--- config.mk ---
export PLATFORM = sky130hd
export DESIGN_NAME = aurora_axis_tx_arb_flat
export DESIGN_NICKNAME = d
export VERILOG_FILES = /design/src/rtl/aurora_axis_tx_arb_pkg.sv /design/src/rtl/aurora_axis_tx_arb_if.sv /design/src/rtl/aurora_axis_tx_arb_rr_arb.sv /design/src/rtl/aurora_axis_tx_arb.sv /design/src/flat_wrapper.sv
export SDC_FILE = /design/constraint.sdc
export NUM_CORES = 1
export LEC_CHECK = 0
export CAP_MARGIN = 5
export CORE_MARGIN = 2
export CORE_UTILIZATION = 23
export DETAILED_ROUTE_END_ITERATION = 8
export PLACE_DENSITY = 0.62
export SYNTH_ARGS = -nofsm -noshare
export SYNTH_HDL_FRONTEND = slang
export SYNTH_SLANG_ARGS = --single-unit
export TNS_END_PERCENT = 5
--- constraint.sdc ---
create_clock -name clk -period 3.6 [get_ports clk]
set_clock_uncertainty 0.15 [all_clocks]
set_input_delay 0.9 -clock clk [delete_from_list [all_inputs] [get_ports clk]]
set_output_delay 0.9 -clock clk [all_outputs]
set_load 0.005 [all_outputs]
--- src/rtl/aurora_axis_tx_arb_pkg.sv ---
// rtl/aurora_axis_tx_arb_pkg.sv - shared types and helpers for the Aurora TX arbiter
package aurora_axis_tx_arb_pkg;

  typedef enum logic {
    ST_IDLE = 1'b0,
    ST_PKT  = 1'b1
  } arb_state_e;

  function automatic int axis_keep_w(input int data_w);
    return data_w / 8;
  endfunction

  // Channel reached by stepping 'off' places upward from 'last', wrapping at ch_count.
  function automatic int rr_index(input int last, input int off, input int ch_count);
    return (last + off) % ch_count;
  endfunction

endpackage

--- src/rtl/aurora_axis_tx_arb_if.sv ---
// rtl/aurora_axis_tx_arb_if.sv - channel and output stream bundle for the Aurora TX arbiter
interface aurora_axis_tx_arb_if #(
  parameter int CH_COUNT = 4,
  parameter int DATA_W   = 32,
  parameter int SEL_W    = 2
);
  import aurora_axis_tx_arb_pkg::*;
  localparam int KEEP_W = axis_keep_w(DATA_W);

  logic [SEL_W-1:0]           axis_s_sel;
  logic [CH_COUNT-1:0]        axis_s_tready;
  logic [CH_COUNT*DATA_W-1:0] axis_s_tdata;
  logic [CH_COUNT*KEEP_W-1:0] axis_s_tkeep;
  logic [CH_COUNT-1:0]        axis_s_tvalid;
  logic [CH_COUNT-1:0]        axis_s_tlast;
  logic                       axis_m_tready;
  logic [DATA_W-1:0]          axis_m_tdata;
  logic [KEEP_W-1:0]          axis_m_tkeep;
  logic                       axis_m_tvalid;
  logic                       axis_m_tlast;
  logic [SEL_W-1:0]           axis_m_tid;
  logic                       busy;

  // Arbiter side.
  modport slave (
    input  axis_s_sel, axis_s_tdata, axis_s_tkeep, axis_s_tvalid, axis_s_tlast, axis_m_tready,
    output axis_s_tready, axis_m_tdata, axis_m_tkeep, axis_m_tvalid, axis_m_tlast, axis_m_tid, busy
  );

  // Framer / Aurora core side.
  modport master (
    output axis_s_sel, axis_s_tdata, axis_s_tkeep, axis_s_tvalid, axis_s_tlast, axis_m_tready,
    input  axis_s_tready, axis_m_tdata, axis_m_tkeep, axis_m_tvalid, axis_m_tlast, axis_m_tid, busy
  );

endinterface

--- src/rtl/aurora_axis_tx_arb_rr_arb.sv ---
// rtl/aurora_axis_tx_arb_rr_arb.sv - combinational round-robin pick starting after the last grant
module aurora_rr_arb
  import aurora_axis_tx_arb_pkg::*;
#(
  parameter int CH_COUNT = 4,
  parameter int SEL_W    = 2
) (
  input  logic [CH_COUNT-1:0] req,
  input  logic [SEL_W-1:0]    last,
  output logic [SEL_W-1:0]    gnt,
  output logic                any
);

  // Walk offsets from farthest to nearest so the nearest requester overwrites the rest.
  always_comb begin
    gnt = '0;
    any = 1'b0;
    for (int off = CH_COUNT; off >= 1; off--) begin
      for (int i = 0; i < CH_COUNT; i++) begin
        if (req[i] && (rr_index(int'(last), off, CH_COUNT) == i)) begin
          gnt = SEL_W'(i);
          any = 1'b1;
        end
      end
    end
  end

endmodule

--- src/rtl/aurora_axis_tx_arb.sv ---
// rtl/aurora_axis_tx_arb.sv - packet-aware N:1 AXI-Stream mux with registered output for Aurora TX
module aurora_axis_tx_arb #(
  parameter int CH_COUNT = 4,
  parameter int DATA_W   = 32,
  parameter int SEL_W    = 2,
  parameter int MODE     = 0
) (
  input logic                 clk,
  input logic                 rstn,
  aurora_axis_tx_arb_if.slave bus
);
  import aurora_axis_tx_arb_pkg::*;
  localparam int KEEP_W = axis_keep_w(DATA_W);

  arb_state_e        state_q, state_d;
  logic [SEL_W-1:0]  gnt_q, gnt_d;
  logic [SEL_W-1:0]  last_q, last_d;
  logic [SEL_W-1:0]  pick;
  logic              pick_any;
  logic              ld;
  logic              accept;
  logic [DATA_W-1:0] sel_data;
  logic [KEEP_W-1:0] sel_keep;
  logic              sel_valid;
  logic              sel_last;

  generate
    if (MODE == 0) begin : g_rr
      logic unused_sel;
      assign unused_sel = ^bus.axis_s_sel;
      aurora_rr_arb #(
        .CH_COUNT(CH_COUNT),
        .SEL_W   (SEL_W)
      ) u_rr (
        .req (bus.axis_s_tvalid),
        .last(last_q),
        .gnt (pick),
        .any (pick_any)
      );
    end else begin : g_ext
      // An out-of-range select matches no channel and so never grants.
      always_comb begin
        pick     = bus.axis_s_sel;
        pick_any = 1'b0;
        for (int i = 0; i < CH_COUNT; i++) begin
          if (bus.axis_s_sel == SEL_W'(i)) pick_any = bus.axis_s_tvalid[i];
        end
      end
    end
  endgenerate

  always_comb begin
    sel_data  = '0;
    sel_keep  = '0;
    sel_valid = 1'b0;
    sel_last  = 1'b0;
    for (int i = 0; i < CH_COUNT; i++) begin
      if (gnt_q == SEL_W'(i)) begin
        sel_data  = bus.axis_s_tdata[i*DATA_W +: DATA_W];
        sel_keep  = bus.axis_s_tkeep[i*KEEP_W +: KEEP_W];
        sel_valid = bus.axis_s_tvalid[i];
        sel_last  = bus.axis_s_tlast[i];
      end
    end
  end

  // Output register may take a new beat when empty or draining this cycle.
  assign ld     = ~bus.axis_m_tvalid | bus.axis_m_tready;
  assign accept = (state_q == ST_PKT) && sel_valid && ld;

  always_comb begin
    bus.axis_s_tready = '0;
    if (rstn && (state_q == ST_PKT)) begin
      for (int i = 0; i < CH_COUNT; i++) begin
        if (gnt_q == SEL_W'(i)) bus.axis_s_tready[i] = ld;
      end
    end
  end

  always_comb begin
    state_d = state_q;
    gnt_d   = gnt_q;
    last_d  = last_q;
    case (state_q)
      ST_IDLE: begin
        if (pick_any) begin
          gnt_d   = pick;
          state_d = ST_PKT;
        end
      end
      ST_PKT: begin
        if (accept && sel_last) begin
          state_d = ST_IDLE;
          last_d  = gnt_q;
        end
      end
      default: state_d = ST_IDLE;
    endcase
  end

  always_ff @(posedge clk) begin
    if (!rstn) begin
      state_q <= ST_IDLE;
      gnt_q   <= '0;
      last_q  <= SEL_W'(CH_COUNT - 1);
    end else begin
      state_q <= state_d;
      gnt_q   <= gnt_d;
      last_q  <= last_d;
    end
  end

  always_ff @(posedge clk) begin
    if (!rstn) begin
      bus.axis_m_tdata  <= '0;
      bus.axis_m_tkeep  <= '0;
      bus.axis_m_tvalid <= 1'b0;
      bus.axis_m_tlast  <= 1'b0;
      bus.axis_m_tid    <= '0;
    end else if (accept) begin
      bus.axis_m_tdata  <= sel_data;
      bus.axis_m_tkeep  <= sel_keep;
      bus.axis_m_tvalid <= 1'b1;
      bus.axis_m_tlast  <= sel_last;
      bus.axis_m_tid    <= gnt_q;
    end else if (ld) begin
      bus.axis_m_tvalid <= 1'b0;
    end
  end

  assign bus.busy = (state_q == ST_PKT);

endmodule

--- src/flat_wrapper.sv ---
// flat-port wrapper written by rule: the top's interface ports become plain ports
module aurora_axis_tx_arb_flat import aurora_axis_tx_arb_pkg::*;
#(
  parameter int CH_COUNT = 4,
  parameter int DATA_W   = 32,
  parameter int SEL_W    = 2,
  parameter int MODE     = 0
)
  (clk, rstn, bus_axis_s_sel, bus_axis_s_tdata, bus_axis_s_tkeep, bus_axis_s_tvalid, bus_axis_s_tlast, bus_axis_m_tready, bus_axis_s_tready, bus_axis_m_tdata, bus_axis_m_tkeep, bus_axis_m_tvalid, bus_axis_m_tlast, bus_axis_m_tid, bus_busy);
  aurora_axis_tx_arb_if #(.CH_COUNT(CH_COUNT), .DATA_W(DATA_W), .SEL_W(SEL_W)) bus_i ();
  input logic clk;
  input logic rstn;
  input wire logic [$bits(bus_i.axis_s_sel)-1:0] bus_axis_s_sel;
  input wire logic [$bits(bus_i.axis_s_tdata)-1:0] bus_axis_s_tdata;
  input wire logic [$bits(bus_i.axis_s_tkeep)-1:0] bus_axis_s_tkeep;
  input wire logic [$bits(bus_i.axis_s_tvalid)-1:0] bus_axis_s_tvalid;
  input wire logic [$bits(bus_i.axis_s_tlast)-1:0] bus_axis_s_tlast;
  input wire logic [$bits(bus_i.axis_m_tready)-1:0] bus_axis_m_tready;
  output wire logic [$bits(bus_i.axis_s_tready)-1:0] bus_axis_s_tready;
  output wire logic [$bits(bus_i.axis_m_tdata)-1:0] bus_axis_m_tdata;
  output wire logic [$bits(bus_i.axis_m_tkeep)-1:0] bus_axis_m_tkeep;
  output wire logic [$bits(bus_i.axis_m_tvalid)-1:0] bus_axis_m_tvalid;
  output wire logic [$bits(bus_i.axis_m_tlast)-1:0] bus_axis_m_tlast;
  output wire logic [$bits(bus_i.axis_m_tid)-1:0] bus_axis_m_tid;
  output wire logic [$bits(bus_i.busy)-1:0] bus_busy;
  assign bus_i.axis_s_sel = bus_axis_s_sel;
  assign bus_i.axis_s_tdata = bus_axis_s_tdata;
  assign bus_i.axis_s_tkeep = bus_axis_s_tkeep;
  assign bus_i.axis_s_tvalid = bus_axis_s_tvalid;
  assign bus_i.axis_s_tlast = bus_axis_s_tlast;
  assign bus_i.axis_m_tready = bus_axis_m_tready;
  assign bus_axis_s_tready = bus_i.axis_s_tready;
  assign bus_axis_m_tdata = bus_i.axis_m_tdata;
  assign bus_axis_m_tkeep = bus_i.axis_m_tkeep;
  assign bus_axis_m_tvalid = bus_i.axis_m_tvalid;
  assign bus_axis_m_tlast = bus_i.axis_m_tlast;
  assign bus_axis_m_tid = bus_i.axis_m_tid;
  assign bus_busy = bus_i.busy;
  aurora_axis_tx_arb #(.CH_COUNT(CH_COUNT), .DATA_W(DATA_W), .SEL_W(SEL_W), .MODE(MODE)) u_core (.clk(clk), .rstn(rstn), .bus(bus_i));
endmodule
==> flow_metrics.tcl <==
set metrics [dict create \
    status "finished clean" \
    min_from "u_core.bus.axis_m_tdata[27]" \
    path_max_fanout 4 \
    drc 0 \
    drv_cap 0 \
    grt.total_usage 0.142 \
    rsz0062_at_grt "false" \
    cp.required_ps 2550 \
    clk_pin_slew_ps 60 \
    grt_overflow_total 0 \
    setup_ws_ps 165 \
    ys_seq_elements 45 \
    die_w_um 112 \
    post_cts_buffers 0 \
    netlist_instances 269 \
    fin_area_mm2 0.00493 \
    startpoint_type "primary input" \
    drt_pass1_iterations 4 \
    dp_slack_ps 129 \
    hold_buffers 0 \
    avgSynthCellArea_um2 9.93 \
    dieArea_mm2 0.0125 \
    initial_core_util 0.235 \
    power_density_mw_per_mm2 320 \
    fin_crit_ps 3430 \
    drt_iter0_markers 68 \
    num_vias 2794 \
    hold_depth 2 \
    peakVddDrop_mv 0.208 \
    cellLeakagePower_nw 1.70 \
    antennaDiodeCount 0 \
    holdCritPathClass "reg2reg" \
    r2r-start "u_core.gnt_q[0]" \
    globalplace.congestion 0.774 \
    layout-drive-gt1-share 0.139 \
    tightest_slew_ps 715 \
    cp-end-kind "primary output" \
    cts_root_buffer "clkbuf_16" \
    synth_largest_area_cell "dfxtp_1" \
    coreArea_mm2 0.0114 \
    reg2reg_setup_slack_ps 1210 \
    placed_cell_area_mm2 0.00477 \
    die_h_um 112 \
    setup_tns_ps 0 \
    fin_nets 616 \
    port_buffers 199 \
    antenna_found_initial 0 \
    drv_slew 0 \
    finalCritPeriodShare 0.954 \
    synthTopCellsByArea "dfxtp_1, mux4_2, nand2_1, a21oi_1, buf_6" \
    yosys_warnings 0 \
    syn_area_mm2 0.00267 \
    rows 39 \
    cts_buffers 5 \
    cts_resized 0 \
    holdWs_ps 303 \
    synthDistinctLibCells 32 \
    wl_per_cell_um 14.9 \
    postRouteAntennaNets 0 \
    setup_viol_count_final 0 \
    grt_max_degree 39 \
    worstRegToRegCells 6 \
    hpwl_um 7220 \
    htreeDepth 2 \
    vias_per_cell 4.63 \
    min_to "u_core.bus.axis_m_tdata[27]" \
    slew_headroom 0.523 \
    fin_cells 603 \
    setup.worst_path.class "in2out" \
    seq_area_frac_synth 0.337 \
    fin_util 0.434 \
    clock_path_buffers 2 \
    rr_endpoint "u_core.bus.axis_m_tdata[18]" \
    max_freq_ghz 0.291 \
    dp.cells 595 \
    cts_tree "done" \
    grt_first_pass_wirelength_um 14200 \
    cp.arrival_ps 2380 \
    cts.sinks 45 \
    synth_top_area_frac 0.337 \
    syn_nets 426 \
    wirelength_um 8980 \
    io_pins 202 \
    grt_pass1_vias 2861 \
    power_mw 1.58 \
    syn2layout_area_growth_pct 84.6 \
    clk_latency_ps 280 \
    final-hold-violation-count 0 \
]
==> worst max path at each step <==
stage / startpoint / to
3_5_place_dp: bus_axis_m_tready / bus_axis_s_tready[3]
4_1_cts: bus_axis_m_tready / bus_axis_s_tready[3]
5_1_grt: bus_axis_m_tready / bus_axis_s_tready[3]
6_report: bus_axis_m_tready / bus_axis_s_tready[3]
2_1_floorplan: bus_axis_m_tready / bus_axis_s_tready[0]
3_3_place_gp: bus_axis_m_tready / bus_axis_s_tready[1]
==> worst max-delay path: stages <==
cell,delay [ps]
clkdlybuf4s50_1,450
nand2b_1,160
nand3_1,160
nor3_1,180
clkdlybuf4s50_1,530
==> cell families (layout without fill, tap and decap cells) <==
family	count (synthesis)	after routing	share of synthesized area
AO/OA/AOI/OAI	56	56	0.119
buffers and inverters	28	219	0.0581
flip-flops	45	45	0.337
multiplexers	43	43	0.336
AND/OR/NAND/NOR	97	97	0.149
==> sequential cells by signal, summed over array words and instances (netlist names) <==
name / count
u_core.bus.axis_m_tdata: 32
u_core.bus.axis_m_tid: 2
u_core.bus.axis_m_tkeep: 4
u_core.bus.axis_m_tlast: 1
u_core.bus.axis_m_tvalid: 1
u_core.bus.busy: 1
u_core.gnt_q: 2
u_core.last_q: 2
==> layer usage <==
layer | GRT usage | share of wire | vias up
li1 | - | - | 1355
met1 | 0.156 | 0.37 | 1285
met2 | 0.255 | 0.50 | 150
met3 | 0.0615 | 0.12 | 4
met4 | 0.0272 | 0.0065 | 0
met5 | 0 | 0 | -
==> synth_stat cells (all sizes together) <==
library cell,number
nand2,82
dfxtp,45
a21oi,42
mux4,37
buf,14
clkbuf,9
inv,5
o21ai,5
mux2,4
nor3,4
and2,2
mux2i,2
nand2b,2
nand3,2
nor2,2
a211oi,1
a21boi,1
a311o,1
a31o,1
a31oi,1
and3,1
nor2b,1
nor4,1
o211ai,1
o21a,1
o221a,1
o22ai,1
==> layout by cell type, fill, tap and decap left out, drive strengths merged <==
cell type      netlist  layout
a211oi               1       1
a21boi               1       1
a21oi               42      42
a311o                1       1
a31o                 1       1
a31oi                1       1
and2                 2       2
and3                 1       1
buf                 14       7
clkbuf               9       7
clkdlybuf4s50        0     199
clkinv               0       1
dfxtp               45      45
inv                  5       5
mux2                 4       4
mux2i                2       2
mux4                37      37
nand2               82      82
nand2b               2       2
nand3                2       2
nor2                 2       2
nor2b                1       1
nor3                 4       4
nor4                 1       1
o211ai               1       1
o21a                 1       1
o21ai                5       5
o221a                1       1
o22ai                1       1
==> report_power, final <==
part	total, mW	internal (mW)	switching [mW]	leakage (nW)
registers	0.571	0.540	0.0314	0.368
clock network	0.478	0.294	0.184	0.0799
logic	0.530	0.352	0.178	1.25
==> final cells by class <==
cell class	instances	area [um^2]
clock inverter	1	5.00
sequential	45	903
tap	143	179
fill	1102	6440
clock buffer	7	153
multi-input combinational	196	1610
inverter	5	18.8
timing repair buffer	206	2060
Power figures use the tool's default switching activity.
